`config.mk`:
```
export PLATFORM = sky130hd
export DESIGN_NAME = switch_box_config_loader
export DESIGN_NICKNAME = d
export VERILOG_FILES = /design/src/rtl/config_pkg.sv /design/src/rtl/config_fwd_buffer.sv /design/src/rtl/switch_box_config_loader.sv
export SDC_FILE = /design/constraint.sdc
export NUM_CORES = 1
export LEC_CHECK = 0
export ABC_AREA = 1
export CAP_MARGIN = 20
export CORE_AREA = 8 8 226 228
export CTS_CLUSTER_DIAMETER = 150
export CTS_CLUSTER_SIZE = 16
export DETAILED_ROUTE_END_ITERATION = 6
export DIE_AREA = 0 0 234 236
export PLACE_DENSITY_LB_ADDON = 0.25
export SKIP_CTS_REPAIR_TIMING = 1
export SLEW_MARGIN = 20
export SYNTH_ARGS = -nofsm -noshare
export SYNTH_HDL_FRONTEND = slang
export SYNTH_HIERARCHICAL = 1
export SYNTH_SLANG_ARGS = --single-unit
export TNS_END_PERCENT = 50
```
`constraint.sdc`:
```
create_clock -name clock -period 2.91 [get_ports clock]
set_clock_uncertainty 0.2 [all_clocks]
set_input_delay 0.873 -clock clock [delete_from_list [all_inputs] [get_ports clock]]
set_output_delay 0.873 -clock clock [all_outputs]
set_load 0.02 [all_outputs]
```
`src/rtl/config_pkg.sv`:
```
// ============================================================================
//  Module      : config_pkg
//  Description : Shared state encoding and sizing helpers for the config loader.
//  Revision    : 1.0 - initial release
// ============================================================================
`default_nettype none

package config_pkg;

    localparam int SB_CONFIG_WIDTH = 264;

    typedef enum logic [1:0] {
        IDLE    = 2'd0,
        LOAD    = 2'd1,
        FORWARD = 2'd2
    } state_t;

    function automatic int config_words(input int cw, input int ww);
        return (cw + ww - 1) / ww;
    endfunction

endpackage

`default_nettype wire

```
`src/rtl/config_fwd_buffer.sv`:
```
// ============================================================================
//  Module      : config_fwd_buffer
//  Description : One-entry valid/ready register carrying words to the next tile.
//                Optional parity lane when CONFIG_PARITY_EN is defined.
//  Revision    : 1.0 - initial release
// ============================================================================
`default_nettype none

module config_fwd_buffer #(
    parameter int WORD_WIDTH = 8
) (
    input  logic                  clk,
    input  logic                  rst_n,
    input  logic                  i_push,
    input  logic [WORD_WIDTH-1:0] i_data,
    input  logic                  i_last,
`ifdef CONFIG_PARITY_EN
    input  logic                  i_parity,
    output logic                  o_parity,
`endif
    output logic                  o_ready,
    output logic                  o_valid,
    output logic [WORD_WIDTH-1:0] o_data,
    output logic                  o_last,
    input  logic                  i_ready
);

    logic                  r_valid;
    logic [WORD_WIDTH-1:0] r_data;
    logic                  r_last;

    // Space exists when empty or when the held word leaves this cycle.
    assign o_ready = !r_valid | i_ready;
    assign o_valid = r_valid;
    assign o_data  = r_data;
    assign o_last  = r_last;

    always_ff @(posedge clk) begin
        if (!rst_n) begin
            r_valid <= 1'b0;
            r_data  <= '0;
            r_last  <= 1'b0;
        end else if (i_push) begin
            r_valid <= 1'b1;
            r_data  <= i_data;
            r_last  <= i_last;
        end else if (i_ready) begin
            r_valid <= 1'b0;
        end
    end

`ifdef CONFIG_PARITY_EN
    logic r_parity;
    assign o_parity = r_parity;

    always_ff @(posedge clk) begin
        if (!rst_n) begin
            r_parity <= 1'b0;
        end else if (i_push) begin
            r_parity <= i_parity;
        end
    end
`endif

endmodule

`default_nettype wire

```
`src/rtl/switch_box_config_loader.sv`:
```
// ============================================================================
//  Module      : switch_box_config_loader
//  Description : Loads this tile's share of the bitstream, forwards the rest,
//                commits atomically on the frame's last word.
//                Optional word parity checking with CONFIG_PARITY_EN.
//  Revision    : 1.0 - initial release
// ============================================================================
`default_nettype none

module switch_box_config_loader
    import config_pkg::*;
#(
    parameter int CONFIG_WIDTH = SB_CONFIG_WIDTH,
    parameter int WORD_WIDTH   = 8
) (
    input  logic                    clock,
    input  logic                    nreset,
    input  logic                    cfg_valid_in,
    output logic                    cfg_ready_out,
    input  logic [WORD_WIDTH-1:0]   cfg_data_in,
    input  logic                    cfg_last_in,
`ifdef CONFIG_PARITY_EN
    input  logic                    cfg_parity_in,
    output logic                    cfg_parity_out,
`endif
    output logic                    cfg_valid_out,
    input  logic                    cfg_ready_in,
    output logic [WORD_WIDTH-1:0]   cfg_data_out,
    output logic                    cfg_last_out,
    output logic [CONFIG_WIDTH-1:0] config_out,
    output logic                    config_done,
    output logic                    config_error
);

    localparam int               WORDS    = config_words(CONFIG_WIDTH, WORD_WIDTH);
    localparam int               SHIFT_W  = WORDS * WORD_WIDTH;
    localparam int               CNT_W    = $clog2(WORDS + 1);
    localparam logic [CNT_W-1:0] LAST_IDX = CNT_W'(WORDS - 1);

    state_t                  r_state, w_state_next;
    logic [CNT_W-1:0]        r_count, w_count_next;
    logic [SHIFT_W-1:0]      r_shift, w_shift_next;
    logic [CONFIG_WIDTH-1:0] r_config;
    logic                    r_done;
    logic                    r_error;
    logic                    w_accept;
    logic                    w_push;
    logic                    w_commit;
    logic                    w_short;
    logic                    w_new_frame;
    logic                    w_buf_ready;
    logic                    w_par_err_next;

    always_comb begin
        w_state_next  = r_state;
        w_count_next  = r_count;
        w_shift_next  = r_shift;
        w_push        = 1'b0;
        w_commit      = 1'b0;
        w_short       = 1'b0;
        w_new_frame   = 1'b0;
        cfg_ready_out = (r_state == FORWARD) ? w_buf_ready : 1'b1;
        w_accept      = cfg_valid_in & cfg_ready_out;

        unique case (r_state)
            IDLE, LOAD: begin
                if (w_accept) begin
                    w_new_frame = (r_state == IDLE);
                    w_shift_next[r_count*WORD_WIDTH +: WORD_WIDTH] = cfg_data_in;
                    if (cfg_last_in) begin
                        w_state_next = IDLE;
                        w_count_next = '0;
                        w_commit     = (r_count == LAST_IDX);
                        w_short      = (r_count != LAST_IDX);
                    end else if (r_count == LAST_IDX) begin
                        w_state_next = FORWARD;
                    end else begin
                        w_state_next = LOAD;
                        w_count_next = r_count + 1'b1;
                    end
                end
            end
            FORWARD: begin
                if (w_accept) begin
                    w_push = 1'b1;
                    if (cfg_last_in) begin
                        w_state_next = IDLE;
                        w_count_next = '0;
                        w_commit     = 1'b1;
                    end
                end
            end
            default: begin
                w_state_next = IDLE;
                w_count_next = '0;
            end
        endcase
    end

`ifdef CONFIG_PARITY_EN
    logic r_par_err;
    logic w_word_par_err;

    // Even parity: the data bits plus the parity bit must XOR to zero.
    assign w_word_par_err = (^cfg_data_in) ^ cfg_parity_in;

    always_comb begin
        w_par_err_next = r_par_err;
        if (w_accept && (r_state != FORWARD)) begin
            w_par_err_next = (w_new_frame ? 1'b0 : r_par_err) | w_word_par_err;
        end
    end

    always_ff @(posedge clock) begin
        if (!nreset) begin
            r_par_err <= 1'b0;
        end else begin
            r_par_err <= w_par_err_next;
        end
    end
`else
    assign w_par_err_next = 1'b0;
`endif

    always_ff @(posedge clock) begin
        if (!nreset) begin
            r_state  <= IDLE;
            r_count  <= '0;
            r_shift  <= '0;
            r_config <= '0;
            r_done   <= 1'b0;
            r_error  <= 1'b0;
        end else begin
            r_state <= w_state_next;
            r_count <= w_count_next;
            r_shift <= w_shift_next;
            if (w_commit && !w_par_err_next) begin
                r_config <= w_shift_next[CONFIG_WIDTH-1:0];
                r_done   <= 1'b1;
            end
            // Error wins over the clear when a one-word frame is also short.
            if (w_short || (w_commit && w_par_err_next)) begin
                r_error <= 1'b1;
            end else if (w_new_frame) begin
                r_error <= 1'b0;
            end
        end
    end

    config_fwd_buffer #(
        .WORD_WIDTH (WORD_WIDTH)
    ) u_fwd_buffer (
        .clk      (clock),
        .rst_n    (nreset),
        .i_push   (w_push),
        .i_data   (cfg_data_in),
        .i_last   (cfg_last_in),
`ifdef CONFIG_PARITY_EN
        .i_parity (cfg_parity_in),
        .o_parity (cfg_parity_out),
`endif
        .o_ready  (w_buf_ready),
        .o_valid  (cfg_valid_out),
        .o_data   (cfg_data_out),
        .o_last   (cfg_last_out),
        .i_ready  (cfg_ready_in)
    );

    assign config_out   = r_config;
    assign config_done  = r_done;
    assign config_error = r_error;

endmodule

`default_nettype wire

```
==> Word level (Yosys, flattened, before mapping) <==
Cells that the tools add are included.
{ "word_totals": {"register_bits": 548, "inputBits": 13, "output_inout_bits": 277, "wordCells": 62} }
{ "classes": {"addsub": 2, "eq_ne": 8, "shift": 2, "muxes": 32, "bitwise_logic": 2, "n_reduce_logical": 7} }
{ "op_table": {"columns": ["op", "n"], "rows": [
  ["264-bit two-way mux", 2],
  ["264-bit bitwise mux", 1],
  ["8-bit by 34-bit variable shift with 264-bit output, first input constant", 1],
  ["8-bit by 34-bit indexed part select with 264-bit output", 1],
  ["9-bit negator with 34-bit output", 1],
  ["6-bit two-way mux", 5],
  ["1-bit two-way mux", 16],
  ["6-bit one-hot mux with 2 select lines", 1],
  ["2-bit two-way mux", 5],
  ["6-bit by 1-bit adder with 6-bit output, second input constant", 1],
  ["6-bit equality test, second input constant", 1],
  ["2-bit != test, second input constant", 3],
  ["6-bit != test, second input constant", 1],
  ["2-bit one-hot mux with 2 select lines", 1],
  ["4-bit AND reduction", 1],
  ["2-bit nonzero test", 2],
  ["3-bit != test, second input constant", 1],
  ["3-bit AND reduction", 1],
  ["2-bit by 1-bit equality test with 1-bit output, second input constant", 1],
  ["2-bit equality test, second input constant", 1],
  ["2-bit zero test", 1],
  ["1-bit one-hot mux with 2 select lines", 1],
  ["2-bit OR reduction", 1],
  ["1-bit bitwise AND", 1],
  ["2 further kinds", 2]
]} }

==> Logic depth before layout (Yosys ltp) <==
Gate-level depths: netlist of run 1.
{ "depth": {"ltp_word": 8, "depth_mapped": 17, "depth_no_buf": 15} }

==> Hierarchy <==
The synthesis of run 1 kept the hierarchy.
{ "modules_own_cells": {"columns": ["module", "n_inst", "cells_per_inst", "area_per_inst_um2", "seq_area_each_um2"], "rows": [
  ["switch_box_config_loader", 1, 3203, 22089.9, 10770.3],
  ["config_fwd_buffer", 1, 43, 346.6, 200.2]
]} }

==> Worst setup path after synthesis of run 1 <==
Ideal clock, no wire load.
{ "synth_path": {"path_kind": "register -> register", "start": "reg r_count[0]", "end": "reg r_config[27] (netlist: config_out[27])", "setup_time_ns": 0.128, "arrival_ns": 2.456, "t_required_ns": 2.582, "slack_ns": 0.125, "stages_incl_launch_ff": 13, "n_path_buf": 4, "synth_period_minus_slack_ns": 2.785, "cell_sequence": "dfxtp_1 buf_4 inv_4 clkbuf_1 ha_1 inv_2 nand2_1 nor3_2 buf_2 nand4_1 buf_2 o21ai_0 a21oi_1"} }
{ "synth_between": {"elab_chain_len": 5, "word_cells_on_any_way": 10, "cone_classes": "1 x add/sub; 1 x eq/ne; 2 x shift; 6 x mux"} }
{ "synth_lines": {"columns": ["element", "line_no", "rtl"], "rows": [
  ["start, declared", "switch_box_config_loader.sv:41", "logic [CNT_W-1:0] r_count, w_count_next;"],
  ["start signal, assigned", "switch_box_config_loader.sv:135", "r_count <= w_count_next;"],
  ["9-bit negator with 34-bit output", "switch_box_config_loader.sv:69", "w_shift_next[r_count*WORD_WIDTH +: WORD_WIDTH] = cfg_data_in;"],
  ["8-bit by 34-bit indexed part select with 264-bit output or 8-bit by 34-bit variable shift with 264-bit output (tied branches)", "switch_box_config_loader.sv:69", null],
  ["264-bit bitwise mux", "switch_box_config_loader.sv:69", null],
  ["264-bit two-way mux", "switch_box_config_loader.sv:67", "if (w_accept) begin"],
  ["264-bit two-way mux", "switch_box_config_loader.sv:65", "unique case (r_state)"],
  ["end signal, assigned", "switch_box_config_loader.sv:138", "r_config <= w_shift_next[CONFIG_WIDTH-1:0];"],
  ["end, declared", "switch_box_config_loader.sv:43", "logic [CONFIG_WIDTH-1:0] r_config;"]
]} }
Parallel ways exist; a longest one is shown, timed or not.
A chain may end at the register's enable or synchronous reset.

==> Final worst setup path of run 1 <==
{ "layout_path": {"start": "in cfg_ready_in", "end": "out cfg_ready_out"} }
{ "layout_between": {"elab_chain_len": 2} }
{ "layout_lines": {"columns": ["element", "line_no", "rtl"], "rows": [
  ["start, declared", "switch_box_config_loader.sv:27", "input logic cfg_ready_in,"],
  ["1-bit OR", "config_fwd_buffer.sv:33", "assign o_ready = !r_valid | i_ready;"],
  ["named net w_buf_ready", "switch_box_config_loader.sv:51", "logic w_buf_ready;"],
  ["1-bit two-way mux", "switch_box_config_loader.sv:62", "cfg_ready_out = (r_state == FORWARD) ? w_buf_ready : 1'b1;"],
  ["end, declared", "switch_box_config_loader.sv:19", "output logic cfg_ready_out,"]
]} }
The timed path passes the listed nets, and every way through them passes these cells.

==> results of run 1 <==
==> through the flow <==
step	TNS, ns	power (mW)	instance area [µm²]	setup slack, ns	cells
global placement	-100.84	8.32	28000	-0.482	4273
floorplan	0	8.01	22400	0.125	3246
CTS	-0.430	13.4	29100	-0.430	4317
global route	-0.00333	13.7	29100	-0.00333	4317
detailed placement	-87.92	8.32	28000	-0.423	4273
finish	0	13.4	29100	0.0498	4317
==> registers in the layout, summed over array words and instances (netlist names) <==
signal,flops
config_done,1
config_error,1
config_out,264
r_count,6
r_shift,264
r_state,2
u_fwd_buffer/o_data,8
u_fwd_buffer/o_last,1
u_fwd_buffer/o_valid,1
==> logic make-up after synthesis <==
group                      count (synthesis)  synth area share
AOI/OAI and AO/OA                        416            0.0932
adders and majority gates                  3           0.00167
buffers and inverters                    549            0.0965
DFF                                      548             0.489
and+or+nand+nor                         1730             0.320
==> final cells by class <==
class / count / area, µm²
well taps: 615 / 769
clock buffers: 42 / 1050
multi-input cells: 2149 / 9330
repair buffers: 591 / 5550
inverters: 370 / 1410
clock inverters: 2 / 32.5
flip-flops and latches: 548 / 11000
fillers: 4319 / 18200
==> power by group through the flow <==
stage	clock [mW]	combinational, mW	sequential (mW)
after floorplan	0	0.335	7.68
after global placement	0	0.642	7.68
after detailed placement	0	0.644	7.68
after CTS	5.28	0.647	7.50
after global routing	5.53	0.701	7.50
final	5.19	0.664	7.50
==> path summary, 6_finish.rpt <==
| path | depth (start not counted) | slack [ns] | endpoint |
|---|---|---|---|
| max | 7 | 0.05 | cfg_ready_out |
| min | 2 | 0.27 | r_shift[154]$_SDFF_PN0_ |
| max reg2reg | 11 | 0.11 | config_out[41]$_SDFFE_PN0P_ |
| min reg2reg | 2 | 0.27 | r_shift[154]$_SDFF_PN0_ |
==> cells in the final DEF, fill, tap and decap left out, types with 2 or more instances in the layout <==
master	count
inv_4	3
a21oi_1	275
nand4_1	50
nor3_1	32
inv_1	357
ha_1	3
nand2_2	7
inv_2	7
nand3b_1	9
buf_4	272
o21ai_0	131
clkdlybuf4s50_1	287
clkinv_8	2
buf_12	31
nor2_2	13
nand3_1	304
nand2_1	704
clkbuf_16	42
nor2_1	601
inv_8	2
nor2_4	5
dfxtp_1	548
nor3_2	2
o21ai_1	6
==> routing by layer <==
metal  vias to the layer above  routed length (µm)  global-route usage
li1                      11100                   -                   -
met1                     10400               32400               0.342
met2                       827               39000               0.492
met3                       196                5220              0.0442
met4                         0                4230               0.133
met5                         -                   0                   0
==> critical path: stages <==
cell and delay [ns]:
clkdlybuf4s50_1 0.40, inv_1 0.05, nand2_1 0.07, inv_2 0.06, nand2_2 0.06, buf_6 0.13, buf_4 0.14
==> Implementation_results.wiki, run 1 <==
{| class="wikitable"
! Metric !! Value
|-
| Vias in the first global route || between 20000 and 25000
|-
| Gate count after technology mapping || roughly 3200
|-
| Last weighted congestion value of the routability-driven placer || between 0.9 and 1
|-
| Cell internal power dissipation || between 10 and 15 mW
|-
| Part of the Yosys area used for sequential elements || 0.489
|-
| Antenna cells || 0
|-
| NetSw || 3.11 mW
|-
| Worst hold path startpoint || r_shift[154]$_SDFF_PN0_
|-
| Router iterations before antenna repair || 6
|-
| Post-synthesis average cell area || 6.91 µm²
|-
| Most instantiated flip-flop cell in the synthesis netlist || dfxtp_1
|-
| Worst hold slack || ~0.27 ns
|-
| Pins over their slew limit || 0
|-
| Count of input and output buffers || between 200 and 300
|-
| Share of the cycle needed by the critical path after routing || 0.983
|-
| Worst max-slew margin expressed relative to the limit || 0.629
|-
| Cell at the root of the clock tree || clkbuf_16
|-
| Part of the power in the clock network || 0.389
|-
| Worst setup EP type || output pin
|-
| Share of layout cells above drive strength 1 || 0.105
|-
| CTS sink count || 548
|-
| Time the worst path needs with I/O delays and setup || ~2.9 ns
|-
| Dominant cells by area after synthesis || dfxtp_1 49%, nand2_1 12%, nor2_1 10%
|-
| Clock latency of the later-clocked register in the worst-skew pair || 0.59 ns
|-
| Max-capacitance violation count || 0
|-
| Initial cell density of the core || 0.474
|-
| All-Layer GR Usage || 0.285
|-
| Final hold violations || 0
|-
| RSZ-0062 raised after global routing || yes
|-
| Number of enable flip-flop cells after synthesis || 0
|-
| Total standard cell area after synthesis || between 20000 and 25000 µm²
|-
| Arrival time at the worst endpoint || 1.79 ns
|-
| Total of endpoints with negative setup slack in the final report || 0
|-
| Ports placed on the boundary || 290
|-
| H-tree depth || 2
|-
| Starting DRC count in detailed routing || 1945
|-
| DR WL/cell || approximately 19 µm
|-
| First-pass GRT wire length || ~120000 µm
|-
| Most numerous cell in the Yosys netlist || nand2_1
|-
| Final routed DRC violation total || 0
|-
| Sum of net half-perimeters after detailed placement || around 61000 µm
|-
| Part of the power in registers || 0.562
|-
| Least-Margin Pin Slew || approximately 0.55 ns
|-
| Flops & latches, synth || about 550
|-
| Max rail drop VDD || around 0.00035 V
|-
| Standard-cell row count || 80
|-
| Biggest area consumer among synthesized cells || dfxtp_1
|-
| Share of Yosys cell area claimed by the top area cell type || 0.489
|-
| Crit Path Category || in -> out
|-
| Width of the chip || between 200 and 250 µm
|-
| Ratio of routed vias to standard cells || roughly 5.2
|-
| Clock transition at the registers of the reported paths || approximately 0.07 ns
|-
| Hold/Removal Path Class || reg -> reg
|-
| Net count after synthesis || about 3300
|-
| Synthesis-to-layout area growth || 29.7%
|-
| Critical path launch point type || primary input
|-
| Num CTS Buffers || 40
|-
| Post-layout net count || around 3700
|-
| Core ar. || ~47000 µm²
|-
| Launching element of the worst setup path || cfg_ready_in
|-
| Die Y || 236 µm
|-
| Total wirelength of the detailed-routed design || 80800 µm
|-
| Total number of vias || roughly 23000
|-
| Warnings, synthesis || 6
|-
| Die ar. || 55200 µm²
|-
| Commonest cells in the synthesized netlist || 707 x nand2_1, 602 x nor2_1, 548 x dfxtp_1, 358 x inv_1, 304 x nand3_1
|-
| Largest driver fanout on the critical path || 2
|-
| TritonCTS clock tree || built
|-
| Initial antenna violation count || 0
|-
| Net Sw Frac || 0.233
|-
| Buffer depth of the longest clock path || 3
|-
| Layout Utilization || 0.615
|-
| Maximum clock frequency || about 350 MHz
|-
| Source of the worst register-to-register timing path || r_count[0]$_SDFFE_PN0P_
|-
| Endpoint required time on the critical path || 1.84 ns
|-
| Leak || 12.5 nW
|-
| Routed Antenna Nets || 0
|-
| Fraction of registers with async set or reset after synthesis || 0
|-
| Count of distinct cell types in the synthesized netlist || 31
|-
| Power per standard cell area || between 400 and 500 nW/µm²
|-
| Run status || finished clean
|-
| Proportion of power drawn by combinational gates || 0.050
|-
| Global-route congestion overflow total || 0
|-
| Pin count of the biggest net entering global routing || 90
|}
(Power assumes the default switching activity.)
==> run 2: changes to the inputs <==
ABC_CLOCK_PERIOD_IN_PS = 2910   (was not set)
CORE_AREA = 8 8 203 253   (was 8 8 226 228)
DIE_AREA = 0 0 211 261   (was 0 0 234 236)
==> run 2 against run 1 <==
Net effect:
- hold slack hardly changed
- flip-flop and latch count unchanged
- setup slack about the same
- combinational power up 0.8%
- cell area increased by 0.38%
==> Implementation_results.wiki, run 2 (synthesized netlist as in run 1, its figures left out) <==
{| class="wikitable"
! Metric !! Value
|-
| Antenna cells || 0
|-
| Time the worst path needs with I/O delays and setup || about 2.9 ns
|-
| Worst setup slack after placement || -0.428 ns
|-
| First-pass GRT wire length || about 120000 µm
|-
| Run status || finished clean
|-
| Maximum clock frequency || between 300 and 400 MHz
|-
| Last weighted congestion value of the routability-driven placer || 0.928
|-
| Num CTS Buffers || 40
|-
| NetSw || ~3.1 mW
|-
| Starting DRC count in detailed routing || around 1700
|-
| Post-route standard cell area excluding fillers || between 20000 and 30000 µm²
|-
| Worst max-slew margin expressed relative to the limit || 0.606
|-
| CTS sink count || about 550
|-
| Number of cells on the worst hold path || 2
|-
| Pins over their slew limit || 0
|-
| Share of the cycle needed by the critical path after routing || 0.983
|-
| Placed Instance Area || between 20000 and 30000 µm²
|-
| Cell at the root of the clock tree || clkbuf_16
|-
| Clock transition at the registers of the reported paths || about 0.070 ns
|-
| Cell internal power dissipation || 10.3 mW
|-
| Ports placed on the boundary || 290
|-
| H-tree depth || 2
|-
| Layout Utilization || 0.613
|-
| Final routed DRC violation total || 0
|-
| Worst setup EP type || output pin
|-
| Part of the power in registers || 0.563
|-
| Synthesis-to-layout area growth || 30.2%
|-
| Crit Path Category || in -> out
|-
| Initial cell density of the core || 0.471
|-
| Max rail drop VDD || roughly 0.00046 V
|-
| Die Y || ~260 µm
|-
| Net Sw Frac || 0.231
|-
| Clock latency of the later-clocked register in the worst-skew pair || between 0.5 and 0.6 ns
|-
| DR WL/cell || 18.7 µm
|-
| Core ar. || 47600 µm²
|-
| Power per standard cell area || roughly 460 nW/µm²
|-
| TritonCTS clock tree || built
|-
| Hold/Removal Path Class || reg -> reg
|-
| Width of the chip || 211 µm
|-
| Inst Count DP || roughly 4300
|-
| All-Layer GR Usage || 0.287
|-
| RSZ-0062 raised after global routing || no
|-
| Pin count of the biggest net entering global routing || between 100 and 150
|-
| Max-capacitance violation count || 0
|-
| Global-route congestion overflow total || 0
|-
| Worst hold slack || 0.269 ns
|-
| Post-layout net count || ~3700
|-
| Arrival time at the worst endpoint || between 1.5 and 2 ns
|-
| Buffer depth of the longest clock path || 3
|-
| Vias in the first global route || 21400
|-
| Total wirelength of the detailed-routed design || about 80000 µm
|-
| Most common library cell in the layout ignoring fill and taps || nand2_1
|-
| R2r worst-path depth || 14
|-
| Least-Margin Pin Slew || 0.590 ns
|-
| Ratio of routed vias to standard cells || 5.10
|-
| Standard-cell row count || 90
|-
| Proportion of power drawn by combinational gates || 0.050
|-
| Part of the power in the clock network || 0.387
|-
| Critical path launch point type || primary input
|-
| Count of input and output buffers || about 290
|-
| Most frequent cells in the layout || 705 x nand2_1, 599 x nor2_1, 547 x dfxtp_1, 357 x inv_1, 304 x nand3_1
|-
| Share of layout cells above drive strength 1 || 0.110
|-
| Final hold violations || 0
|-
| Total of endpoints with negative setup slack in the final report || 0
|-
| Largest driver fanout on the critical path || 2
|-
| Die ar. || between 50000 and 60000 µm²
|-
| Routed Antenna Nets || 0
|-
| Router iterations before antenna repair || 6
|-
| Min setup slack post-route || a little under 0.05 ns
|-
| Endpoint required time on the critical path || between 1.5 and 2 ns
|-
| Final Non-Filler Cells || 4362
|-
| Leak || 12.6 nW
|-
| Sum of net half-perimeters after detailed placement || 62400 µm
|-
| Initial antenna violation count || 0
|-
| Total number of vias || between 20000 and 25000
|}
[run 2: final cells by class]
type	count	area, µm²
flip-flops and latches	548	11000
multi-input cells	2149	9350
clock buffers	42	1050
repair buffers	607	5600
inverters	370	1410
clock inverters	2	32.5
fillers	4443	18400
well taps	644	806
[run 2: path summary, 6_finish.rpt]
check | end | slack [ns] | from
min reg2reg | r_shift[14]$_SDFF_PN0_ | 0.27 | r_shift[14]$_SDFF_PN0_
max reg2reg | config_out[22]$_SDFFE_PN0P_ | 0.13 | r_count[1]$_SDFFE_PN0P_
max | cfg_ready_out | 0.05 | cfg_ready_in
min | r_shift[14]$_SDFF_PN0_ | 0.27 | r_shift[14]$_SDFF_PN0_
[run 2: stage by stage]
step / setup TNS (ns) / power [mW]
after floorplan: 0 / 8.01
after global placement: -106.80 / 8.32
after detailed placement: -96.73 / 8.33
after CTS: -1.12 / 13.4
after global routing: 0 / 13.7
final: 0 / 13.3
[run 2: worst max-delay path: stages]
cell and delay (ns):
clkdlybuf4s50_1 0.40, inv_1 0.05, nand2_1 0.06, inv_1 0.05
nand2_1 0.06, buf_4 0.15, buf_4 0.15
[run 2: power by group through the flow]
stage / logic (mW) / registers, mW / clock network, mW
6_report: 0.669 / 7.50 / 5.16
3_5_place_dp: 0.650 / 7.68 / 0
3_3_place_gp: 0.646 / 7.68 / 0
4_1_cts: 0.653 / 7.50 / 5.27
2_1_floorplan: 0.335 / 7.68 / 0
5_1_grt: 0.708 / 7.50 / 5.51
[run 2: layer usage]
| layer | vias to the layer above | routed length (µm) | GRT usage |
|---|---|---|---|
| li1 | 11100 | - | - |
| met1 | 10300 | 31300 | 0.318 |
| met2 | 678 | 41500 | 0.524 |
| met3 | 180 | 4100 | 0.0432 |
| met4 | 0 | 4430 | 0.151 |
| met5 | - | 0 | 0 |
==> run 3: changes to the inputs <==
CORE_AREA = 8 8 250 312   (was 8 8 203 253)
DIE_AREA = 0 0 258 320   (was 0 0 211 261)
HOLD_SLACK_MARGIN = 0.05   (was not set)
==> run 3 against run 2 <==
Net effect:
- the flow now finishes with violations (DRC)
- combinational power grew 3.0%
- clock power increased by 1%
- setup slack got worse by 0.010 ns
- cell count up 7.9%
- largest cell class unchanged
==> Implementation_results.wiki, run 3 (synthesized netlist as in run 1, its figures left out) <==
{| class="wikitable"
! Metric !! Value
|-
| Least-Margin Pin Slew || between 0.5 and 0.6 ns
|-
| Most common library cell in the layout ignoring fill and taps || nand2_1
|-
| Final routed DRC violation total || 1
|-
| Crit Path Category || in -> out
|-
| Total of endpoints with negative setup slack in the final report || 0
|-
| Worst setup EP type || output pin
|-
| Arrival time at the worst endpoint || about 1.8 ns
|-
| Power per standard cell area || about 450 nW/µm²
|-
| Worst R2R Setup Slack || roughly 0.09 ns
|-
| Sequential cell area in the final layout || 11000 µm²
|-
| Reg-to-reg endpoint || config_out[244]$_SDFFE_PN0P_
|-
| CTS sink count || 548
|-
| Worst setup slack after placement || -0.533 ns
|-
| Sum of negative setup slack || 0 ns
|-
| Global-route congestion overflow total || 0
|-
| Routed Antenna Nets || 0
|-
| Pin count of the biggest net entering global routing || 60
|-
| Ports placed on the boundary || 290
|-
| Final hold violations || 0
|-
| Width of the chip || roughly 260 µm
|-
| Antenna cells || 0
|-
| DR WL/cell || 18.3 µm
|-
| H-tree depth || 2
|-
| Buffer depth of the longest clock path || 3
|-
| Worst max-slew margin expressed relative to the limit || 0.617
|-
| Max rail drop VDD || ~0.00033 V
|-
| Source of the worst register-to-register timing path || r_count[3]$_SDFFE_PN0P_
|-
| Total number of vias || between 20000 and 25000
|-
| Share of the cycle needed by the critical path after routing || 0.986
|-
| Ratio of routed vias to standard cells || about 4.6
|-
| Last weighted congestion value of the routability-driven placer || roughly 0.93
|-
| Post-layout net count || 3760
|-
| Failing checks || DRC
|-
| Total wirelength of the detailed-routed design || ~86000 µm
|-
| Count of input and output buffers || around 290
|-
| Layout Utilization || 0.410
|-
| Run status || complete, but fails checks
|-
| Min setup slack post-route || between 0.03 and 0.04 ns
|-
| Die Y || approximately 320 µm
|-
| Synthesis-to-layout area growth || 33.2%
|-
| Launching element of the worst setup path || cfg_ready_in
|-
| First-pass GRT wire length || approximately 130000 µm
|-
| Clock transition at the registers of the reported paths || approximately 0.08 ns
|-
| Hold/Removal Path Class || reg -> reg
|-
| Standard-cell row count || around 110
|-
| Share of layout cells above drive strength 1 || 0.119
|-
| RSZ-0062 raised after global routing || yes
|-
| Maximum clock frequency || about 350 MHz
|-
| Endpoint required time on the critical path || between 1.5 and 2 ns
|-
| Critical path launch point type || primary input
|-
| TritonCTS clock tree || built
|-
| Clock latency of the later-clocked register in the worst-skew pair || around 0.58 ns
|-
| Max-capacitance violation count || 0
|-
| Leak || approximately 13 nW
|-
| Initial antenna violation count || 1
|-
| Cell at the root of the clock tree || clkbuf_16
|-
| Die ar. || slightly above 80000 µm²
|-
| Core ar. || roughly 73000 µm²
|-
| Sum of net half-perimeters after detailed placement || 66400 µm
|-
| Router iterations before antenna repair || 7
|-
| Initial cell density of the core || 0.308
|-
| R2r worst-path depth || 12
|-
| Fill cell count || ~7600
|-
| Starting DRC count in detailed routing || ~1600
|-
| Time the worst path needs with I/O delays and setup || 2.87 ns
|-
| Largest driver fanout on the critical path || 3
|-
| Critical Path End || cfg_ready_out
|-
| Num CTS Buffers || 40
|-
| Vias in the first global route || 20500
|-
| All-Layer GR Usage || 0.201
|-
| Pins over their slew limit || 0
|-
| Multi-input gate area in the final layout || 9360 µm²
|-
| Most frequent cells in the layout || 699 x nand2_1, 600 x nor2_1, 548 x dfxtp_1, 357 x inv_1, 315 x buf_4
|}
## run 3: cell count changes in the layout (fill, tap and decap cells not counted), sizes merged
cell and change:
buf +27, clkbuf +1
## run 3: power breakdown
group | internal (mW) | switching, mW
Sequential | 7.50 | 0.00335
Combinational | 0.199 | 0.490
Clock | 2.57 | 2.65
Total | 10.3 | 3.15
## run 3: worst min-delay path by stage
| stage | slack (ns) | startpoint | depth (start not counted) | end |
|---|---|---|---|---|
| floorplan | 0.25 | r_shift[101]$_SDFF_PN0_ | 2 | r_shift[101]$_SDFF_PN0_ |
| global placement | 0.26 | r_shift[4]$_SDFF_PN0_ | 2 | r_shift[4]$_SDFF_PN0_ |
| detailed placement | 0.26 | r_shift[171]$_SDFF_PN0_ | 2 | r_shift[171]$_SDFF_PN0_ |
| CTS | 0.27 | r_shift[171]$_SDFF_PN0_ | 2 | r_shift[171]$_SDFF_PN0_ |
| global route | 0.29 | r_shift[43]$_SDFF_PN0_ | 2 | r_shift[43]$_SDFF_PN0_ |
| finish | 0.27 | r_shift[11]$_SDFF_PN0_ | 2 | r_shift[11]$_SDFF_PN0_ |
## run 3: final cells by class
class,instances,share of cell area
sequential,548,0.367
tap,960,0.0402
clock inverter,2,0.00109
inverter,370,0.0471
clock buffer,42,0.0352
multi-input combinational,2149,0.313
timing repair buffer,635,0.196
## run 3: worst max-delay path, cell delays in order
cell and delay, ns:
clkdlybuf4s50_1 0.46, inv_1 0.04, nand2_1 0.07, inv_1 0.04, nand2_1 0.12, clkbuf_2 0.20
## run 3: stage by stage
stage               cell area (µm²)  power [mW]  instances  hold slack (ns)
floorplan                     22400        8.01       3246            0.248
global placement              28800        8.35       4662            0.256
detailed placement            28800        8.35       4662            0.262
CTS                           29800        13.6       4706            0.272
global route                  29900        13.9       4706            0.285
finish                        29900        13.4       4706            0.269
## run 3: routing by layer
layer / global-route usage / wire length (µm) / part of all wire / up-vias
li1: - / - / - / 11200
met1: 0.234 / 34500 / 0.40 / 9947
met2: 0.351 / 42000 / 0.49 / 586
met3: 0.0354 / 4900 / 0.057 / 171
met4: 0.0996 / 4690 / 0.054 / 2
met5: 0 / 11 / 0.00013 / -
